[config.mk]
export PLATFORM = sky130hd
export DESIGN_NAME = hack_run_controller
export DESIGN_NICKNAME = d
export VERILOG_FILES = /design/src/rtl/hack_run_controller.sv
export SDC_FILE = /design/constraint.sdc
export NUM_CORES = 1
export LEC_CHECK = 0
export CORE_MARGIN = 2
export CORE_UTILIZATION = 53
export DETAILED_ROUTE_END_ITERATION = 10
export MAX_ROUTING_LAYER = met4
export PLACE_DENSITY = 0.95
export SLEW_MARGIN = 20
export SYNTH_ARGS = -nofsm -noshare
export SYNTH_HDL_FRONTEND = slang
export SYNTH_SLANG_ARGS = --single-unit
[constraint.sdc]
create_clock -name i_CLK -period 10.4 [get_ports i_CLK]
set_input_delay 2.08 -clock i_CLK [delete_from_list [all_inputs] [get_ports i_CLK]]
set_output_delay 2.08 -clock i_CLK [all_outputs]
set_load 0.02 [all_outputs]
[src/rtl/hack_run_controller.sv]
// Run/debug controller for the Hack computer: produces a single-cycle CPU clock
// enable for halt, full-speed, divided, single-step and PC-breakpoint operation.
module hack_run_controller #(
  parameter int PC_WIDTH  = 16,
  parameter int DIV_WIDTH = 24,
  parameter int NUM_BP    = 2,
  parameter int CNT_WIDTH = 32
) (
  input  logic                       i_CLK,
  input  logic                       i_RESET,
  input  logic [1:0]                 i_Mode,
  input  logic [DIV_WIDTH-1:0]       i_Div,
  input  logic                       i_Step,
  input  logic                       i_Resume,
  input  logic [PC_WIDTH-1:0]        i_PC,
  input  logic [NUM_BP*PC_WIDTH-1:0] i_BP_Addr,
  input  logic [NUM_BP-1:0]          i_BP_EN,
  output logic                       o_CPU_CE,
  output logic                       o_Halted,
  output logic [NUM_BP-1:0]          o_BP_Hit,
  output logic [CNT_WIDTH-1:0]       o_Cycle_Count
);

  typedef enum logic [1:0] {
    S_HALT  = 2'd0,
    S_RUN   = 2'd1,
    S_STEP  = 2'd2,
    S_BREAK = 2'd3
  } state_t;

  state_t               state_q, state_d;
  logic [DIV_WIDTH-1:0] div_cnt_q, div_cnt_d;
  logic                 skip_q, skip_d;
  logic [NUM_BP-1:0]    bp_hit_q, bp_hit_d;
  logic [CNT_WIDTH-1:0] cycle_cnt_q, cycle_cnt_d;
  logic                 step_prev_q, resume_prev_q;
  logic                 div_mode_q, div_mode_d;

  logic                 mode_full, mode_div, mode_run, mode_switch;
  logic                 step_edge, resume_edge;
  logic [NUM_BP-1:0]    match;
  logic [DIV_WIDTH-1:0] eff_cnt;
  logic                 ce;

  assign mode_full   = (i_Mode == 2'b01);
  assign mode_div    = (i_Mode == 2'b10);
  assign mode_run    = mode_full || mode_div;
  // A 01<->10 change seen while running restarts the divider.
  assign mode_switch = (mode_full && div_mode_q) || (mode_div && !div_mode_q);
  assign step_edge   = i_Step && !step_prev_q;
  assign resume_edge = i_Resume && !resume_prev_q;

  always_comb begin
    match = '0;
    for (int n = 0; n < NUM_BP; n++) begin
      match[n] = i_BP_EN[n] && (i_BP_Addr[n*PC_WIDTH +: PC_WIDTH] == i_PC);
    end
  end

  always_comb begin
    // NOTE: every output of this block gets a default first so no latch is inferred.
    state_d    = state_q;
    div_cnt_d  = div_cnt_q;
    skip_d     = skip_q;
    bp_hit_d   = bp_hit_q;
    div_mode_d = mode_div;
    eff_cnt    = mode_switch ? '0 : div_cnt_q;
    ce         = 1'b0;

    unique case (state_q)
      S_HALT: begin
        if (mode_run) begin
          state_d   = S_RUN;
          div_cnt_d = '0;
        end else if (step_edge) begin
          state_d = S_STEP;
        end
      end
      S_RUN: begin
        if (!mode_run) begin
          state_d = S_HALT;
        end else if ((|match) && !skip_q) begin
          state_d   = S_BREAK;
          bp_hit_d  = match;
          div_cnt_d = eff_cnt;
        end else if (mode_full || (eff_cnt == i_Div)) begin
          ce        = 1'b1;
          div_cnt_d = '0;
        end else begin
          div_cnt_d = eff_cnt + DIV_WIDTH'(1);
        end
      end
      S_STEP: begin
        ce      = 1'b1;
        state_d = S_HALT;
      end
      S_BREAK: begin
        if (!mode_run) begin
          state_d = S_HALT;
        end else if (resume_edge) begin
          state_d   = S_RUN;
          skip_d    = 1'b1;
          bp_hit_d  = '0;
          div_cnt_d = '0;
        end else if (step_edge) begin
          state_d = S_STEP;
        end
      end
      default: state_d = S_HALT;
    endcase

    if (ce) skip_d = 1'b0;
    cycle_cnt_d = cycle_cnt_q + CNT_WIDTH'(ce);
  end

  // NOTE: state registers use non-blocking assignments so all flops update together.
  always_ff @(posedge i_CLK) begin
    if (i_RESET) begin
      state_q       <= S_HALT;
      div_cnt_q     <= '0;
      skip_q        <= 1'b0;
      bp_hit_q      <= '0;
      cycle_cnt_q   <= '0;
      step_prev_q   <= 1'b0;
      resume_prev_q <= 1'b0;
      div_mode_q    <= 1'b0;
    end else begin
      state_q       <= state_d;
      div_cnt_q     <= div_cnt_d;
      skip_q        <= skip_d;
      bp_hit_q      <= bp_hit_d;
      cycle_cnt_q   <= cycle_cnt_d;
      step_prev_q   <= i_Step;
      resume_prev_q <= i_Resume;
      div_mode_q    <= div_mode_d;
    end
  end

  // Reset suppresses the enable immediately so no instruction retires during it.
  assign o_CPU_CE      = ce && !i_RESET;
  assign o_Halted      = (state_q == S_HALT) || (state_q == S_BREAK);
  assign o_BP_Hit      = bp_hit_q;
  assign o_Cycle_Count = cycle_cnt_q;

endmodule

==> flow_summary.ini, run 1 <==
[worst_hold_path]
hold_path.class = reg -> reg
min_to = o_BP_Hit[0]$_SDFFE_PP0P_
min_from = o_BP_Hit[0]$_SDFFE_PP0P_
hold_depth = 2

[setup_path]
cp.arrival_ns = 5.34
crit_path_end_kind = primary output
critPathRequiredTime_ns = 8.32
timing.rr.start = div_mode_q$_SDFF_PP0_
rr_endpoint = o_Cycle_Count[30]$_SDFF_PP0_
cp-startpoint = i_Mode[1]
path_max_fanout = 29
setup.worst_path.class = in -> out
worstRegToRegCells = 18
r2r_slack_ns = 5.98
worstSetupStartpointType = input port

[sta]
setup_viol = 0
fin_crit_sh = 0.713
fin_crit_ns = 7.42
tightest_slew_ns = 1.02
clock_skew_ns = 0.00753
slew_headroom = 0.317
fin_tns_setup_ns = 0
slew_violations = 0
fmax_mhz = 135
finalHoldViolations = 0
rsz0062_at_grt = false

[clock_network]
clk_pin_slew_ns = 0.07
cts_tree = yes
clk_latency_ns = 0.35
cts_root_buf = clkbuf_8
numCtsBuffers = 9
postCtsSetupBuffers = 0
cts_buffer_depth = 2
cts.sinks = 64
holdBufCountCts = 0
h-tree-depth = 3
cts_resized = 0

[layout]
diodes = 0
area_growth_pct = 33.8
drive_above_1_share = 0.0598
final_common_cell = clkdlybuf4s50_1
ff_latch_area_um2 = 1280
nFillCells = 581
multi_input_area_um2 = 2710
final_cell_mix = clkdlybuf4s50_1 (115), dfxtp_1 (64), nor2_1 (52), nand2_1 (48), xnor2_1 (43)
final_net_count = 704
fin_area_um2 = 5550

[placed_design]
place_congestion = 0.994
portBuffers = 115
placed_area_um2 = 5350
dp_hpwl_um = 8700

[power_and_ir_drop]
pwr_density_cell_nw_per_um2 = 107
power.share.clock = 0.373
swShare = 0.289
p_leak_uw = 0.00192
pwr-share-comb = 0.206
p_int_uw = 424
seqPwrFrac = 0.421
p_sw_uw = 172
vdd_drop_max_mv = 0.0731

[global_routing]
grt.overflow.total = 0
grt_pass1_wl_um = 19100
grt_usage = 0.281
antenna_found_initial = 0
grt_max_degree = 49
grt_pass1_vias = 4150

[yosys]
ys_seq_elements = 64
syn_area_um2 = 4150
synth_seq_area_share = 0.309
synth_nets = 596
synth_enable_flop_cells = 0
synthCells = 506
ys.flop_type = dfxtp_1
syn_area_per_cell_um2 = 8.20
yosysWarnings = 0
async_reset_ff_frac = 0
synth_top_area_cell = dfxtp_1
synthDominantCellAreaShare = 0.309
netlist-cell-type-count = 64
synth_top_cells_by_area = dfxtp_1 (31%), xnor2_1 (9.1%), xor2_1 (5.7%), nor2_1 (4.7%), nand4_1 (4.4%)

[run]
cap_viol_max_count = 0

[detailed_routing]
ant_nets = 0
dr.pass1.iters = 5
vias = 4336
drt_iter0_markers = 379
drc = 0
drt-total-wl_um = 11700
routed_via_density = 6.01
wl_per_cell_um = 16.3

[floorplanning]
core_area_um2 = 7650
ioPinCount = 116
dieArea_um2 = 8550
initial_core_util = 0.543
die_width_um = 92.5
fp-row-count = 32
die_y_um = 92.5

[status]
outcome = completed
## through the flow
stage	setup WS (ns)	util	cells	hold WS, ns	total power (µW)
after floorplan	4.18	-	506	0.457	322
after global placement	3.11	0.699	705	0.440	372
after detailed placement	3.05	0.699	705	0.459	376
after CTS	3.03	0.726	721	0.468	594
after global routing	2.82	0.726	721	0.492	618
final	2.98	0.726	721	0.464	595
## flip-flops by register name (all words and copies together) (netlist names)
| register | cells |
|---|---|
| div_cnt_q | 24 |
| div_mode_q | 1 |
| o_BP_Hit | 2 |
| o_Cycle_Count | 32 |
| resume_prev_q | 1 |
| skip_q | 1 |
| state_q | 2 |
| step_prev_q | 1 |
## per-layer routing
| layer | share of wire | track usage | up-vias |
|---|---|---|---|
| li1 | - | - | 2054 |
| met1 | 0.41 | 0.354 | 2067 |
| met2 | 0.50 | 0.463 | 194 |
| met3 | 0.071 | 0.0415 | 21 |
| met4 | 0.018 | 0.0983 | 0 |
| met5 | 0 | - | - |
## worst max path at each step
stage                     endpoint  slack, ns  depth (start not counted)
after floorplan           o_CPU_CE       4.18                         11
after global placement    o_CPU_CE       3.11                         12
after detailed placement  o_CPU_CE       3.05                         12
after CTS                 o_CPU_CE       3.03                         12
after global routing      o_CPU_CE       2.82                         12
final                     o_CPU_CE       2.98                         12
## cell families (layout without fill, tap and decap cells)
| family | after synthesis | count (layout) | share of synthesized area |
|---|---|---|---|
| AO/OA/AOI/OAI | 90 | 90 | 0.169 |
| XOR/XNOR | 70 | 70 | 0.148 |
| adder cells (fa/ha/maj) | 10 | 10 | 0.0302 |
| buffers and inverters | 36 | 149 | 0.0395 |
| flip-flops | 64 | 64 | 0.309 |
| multiplexers | 3 | 3 | 0.00754 |
| AND/OR/NAND/NOR | 233 | 233 | 0.297 |
## cell type report
class,instances,area share
clock buffer,10,0.0248
clock inverter,6,0.0122
inverter,15,0.0101
multi-input combinational,406,0.488
sequential,64,0.231
tap,102,0.0230
timing repair buffer,118,0.211
## power groups by stage
| stage | clock network [µW] | logic, µW | registers (µW) |
|---|---|---|---|
| final | 222 | 123 | 250 |
| after global routing | 235 | 132 | 251 |
| after CTS | 223 | 121 | 250 |
| after detailed placement | 0 | 120 | 256 |
| after global placement | 0 | 117 | 256 |
| after floorplan | 0 | 66.5 | 256 |
## critical path, stage by stage
cell and delay (ns):
clkdlybuf4s50_1 0.50, inv_1 0.06, ha_1 0.21, mux2i_2 0.15
buf_4 0.30, a21boi_0 0.14, a211oi_1 0.24, nand4_1 0.22
o41ai_4 0.44, a21oi_1 0.16, nor3_1 0.17, clkdlybuf4s50_1 0.66
## synthesized netlist by cell type (3+ instances only)
cell / n
nor2b_1: 7
a21boi_0: 3
and4_1: 8
buf_2: 4
nand4_1: 29
or4_1: 3
nand2_1: 48
o21ai_0: 13
a32o_1: 4
inv_1: 14
ha_1: 10
o32ai_1: 4
o21ai_1: 3
nand3_1: 21
or3_1: 6
a22o_1: 3
dfxtp_1: 64
a41oi_2: 4
xor2_1: 27
a211oi_1: 5
a31oi_1: 10
and3_1: 17
nor3_1: 13
and2_1: 7
a21oi_1: 12
a21o_1: 5
o41ai_1: 5
xnor2_1: 43
nor2_1: 52
nor4bb_1: 4
nor3b_1: 3
clkbuf_1: 10
No activity file was read; power rests on OpenSTA's default activity.
==> run 2: changes to the inputs <==
--- a/config.mk
+++ b/config.mk
@@ -6,10 +6,10 @@
 export NUM_CORES = 1
 export LEC_CHECK = 0
 export CORE_MARGIN = 2
-export CORE_UTILIZATION = 53
+export CORE_UTILIZATION = 44
 export DETAILED_ROUTE_END_ITERATION = 10
 export MAX_ROUTING_LAYER = met4
-export PLACE_DENSITY = 0.95
+export PLACE_DENSITY = 0.86
 export SLEW_MARGIN = 20
 export SYNTH_ARGS = -nofsm -noshare
 export SYNTH_HDL_FRONTEND = slang
==> constraint.sdc (replaced) <==
create_clock -name i_CLK -period 6.15 [get_ports i_CLK]
set_input_delay 1.23 -clock i_CLK [delete_from_list [all_inputs] [get_ports i_CLK]]
set_output_delay 1.23 -clock i_CLK [all_outputs]
set_load 0.02 [all_outputs]
==> flow_summary.ini, run 2 (synthesis results as in run 1) <==
[status]
outcome = completed

[sta]
fmax_mhz = 175
fin_crit_sh = 0.927
fin_crit_ns = 5.70
setup_viol = 0
slew_headroom = 0.280
slew_violations = 0
clock_skew_ns = 0.00837
rsz0062_at_grt = false
finalHoldViolations = 0
tightest_slew_ns = 1.08
fin_tns_setup_ns = 0

[layout]
diodes = 0
area_growth_pct = 33.5
largest_reg_flops = 32
final_net_count = 704
final_common_cell = clkdlybuf4s50_1
nFillCells = 785
fin_util = 0.602
final_cell_mix = clkdlybuf4s50_1 (115), dfxtp_1 (64), nor2_1 (52), nand2_1 (48), xnor2_1 (43)
ff_latch_area_um2 = 1280
multi_input_area_um2 = 2710
drive_above_1_share = 0.0549

[placed_design]
portBuffers = 115
place_congestion = 0.890
dp_hpwl_um = 9020

[detailed_routing]
drt_iter0_markers = 275
routed_via_density = 5.91
ant_nets = 0
vias = 4314
wl_per_cell_um = 16.5
dr.pass1.iters = 5
drc = 0
drt-total-wl_um = 12000

[setup_path]
cp.arrival_ns = 4.47
path_max_fanout = 29
crit_top_cell = clkdlybuf4s50_1
slowest_stage = clkdlybuf4s50_1
crit_path_end_kind = primary output
critical_path_buf_inv_count = 4
critPathRequiredTime_ns = 4.92
r2r_slack_ns = 1.88
cpPeakStageDelay_ns = 0.66
path_cells = clkdlybuf4s50_1 > inv_1 > ha_1 > mux2i_2 > buf_4 > nand2_1 > xor2_1 > nand4_1 > o41ai_4 > a21oi_1 > nor3_1 > clkdlybuf4s50_1
critical-path-top-delay-family = buffers and inverters
worstSetupStartpointType = input port
setup.worst_path.class = in -> out

[clock_network]
numCtsBuffers = 9
clk_latency_ns = 0.36
holdBufCountCts = 0
cts_tree = yes
cts.sinks = 64
cts_resized = 0
cts_buffer_depth = 2
h-tree-depth = 3
clk_pin_slew_ns = 0.06
cts_root_buf = clkbuf_8
postCtsSetupBuffers = 0

[floorplanning]
fp-row-count = 35
die_width_um = 101
dieArea_um2 = 10200
core_area_um2 = 9200
die_y_um = 101
ioPinCount = 116
initial_core_util = 0.451

[global_routing]
grt_pass1_vias = 4208
grt_pass1_wl_um = 19700
grt_usage = 0.248
grt_max_degree = 49
grt.overflow.total = 0
antenna_found_initial = 0

[run]
cap_viol_max_count = 0

[power_and_ir_drop]
pwr_density_cell_nw_per_um2 = 177
vdd_drop_max_mv = 0.0848
p_leak_uw = 0.00192

[worst_hold_path]
hold_path.class = reg -> reg
## run 2: final cells by class
type | count | share of cell area
Clock buffer | 12 | 0.0244
Clock inverter | 4 | 0.00813
Timing Repair Buffer | 118 | 0.212
Tap cell | 111 | 0.0251
Multi-Input combinational cell | 406 | 0.489
Sequential cell | 64 | 0.231
Inverter | 15 | 0.0102
## run 2: power by group
part           total (µW)  internal, µW  switching, µW
Sequential            423           419           4.65
Combinational         209          98.5            111
Clock                 347           186            162
Total                 980           703            277
## run 2: path summary, 6_finish.rpt
check | start | to | depth (start not counted)
setup / recovery | i_Mode[0] | o_CPU_CE | 12
setup reg to reg | div_mode_q$_SDFF_PP0_ | o_Cycle_Count[26]$_SDFF_PP0_ | 18
hold reg to reg | o_BP_Hit[0]$_SDFFE_PP0P_ | o_BP_Hit[0]$_SDFFE_PP0P_ | 2
hold / removal | o_BP_Hit[0]$_SDFFE_PP0P_ | o_BP_Hit[0]$_SDFFE_PP0P_ | 2
## run 2: per-layer routing
| layer | routed length, µm | GRT usage | part of all wire |
|---|---|---|---|
| met1 | 4930 | 0.288 | 0.41 |
| met2 | 5980 | 0.421 | 0.50 |
| met3 | 772 | 0.0388 | 0.064 |
| met4 | 348 | 0.109 | 0.029 |
| met5 | 0 | - | 0 |
## run 2: worst min-delay path: stages, from the launching register on
cell	delay [ns]
dfxtp_1	0.31
nand2_1	0.05
a21oi_1	0.05
## run 2: per-stage QoR
stage	std cells	cell area [µm²]	setup WS [ns]	power, µW	hold WS [ns]
floorplan	506	4150	1.37	545	0.457
global placement	714	5360	0.559	629	0.439
detailed placement	714	5360	0.395	637	0.457
CTS	730	5540	0.515	979	0.466
global route	730	5540	0.161	1010	0.503
finish	730	5540	0.452	980	0.458
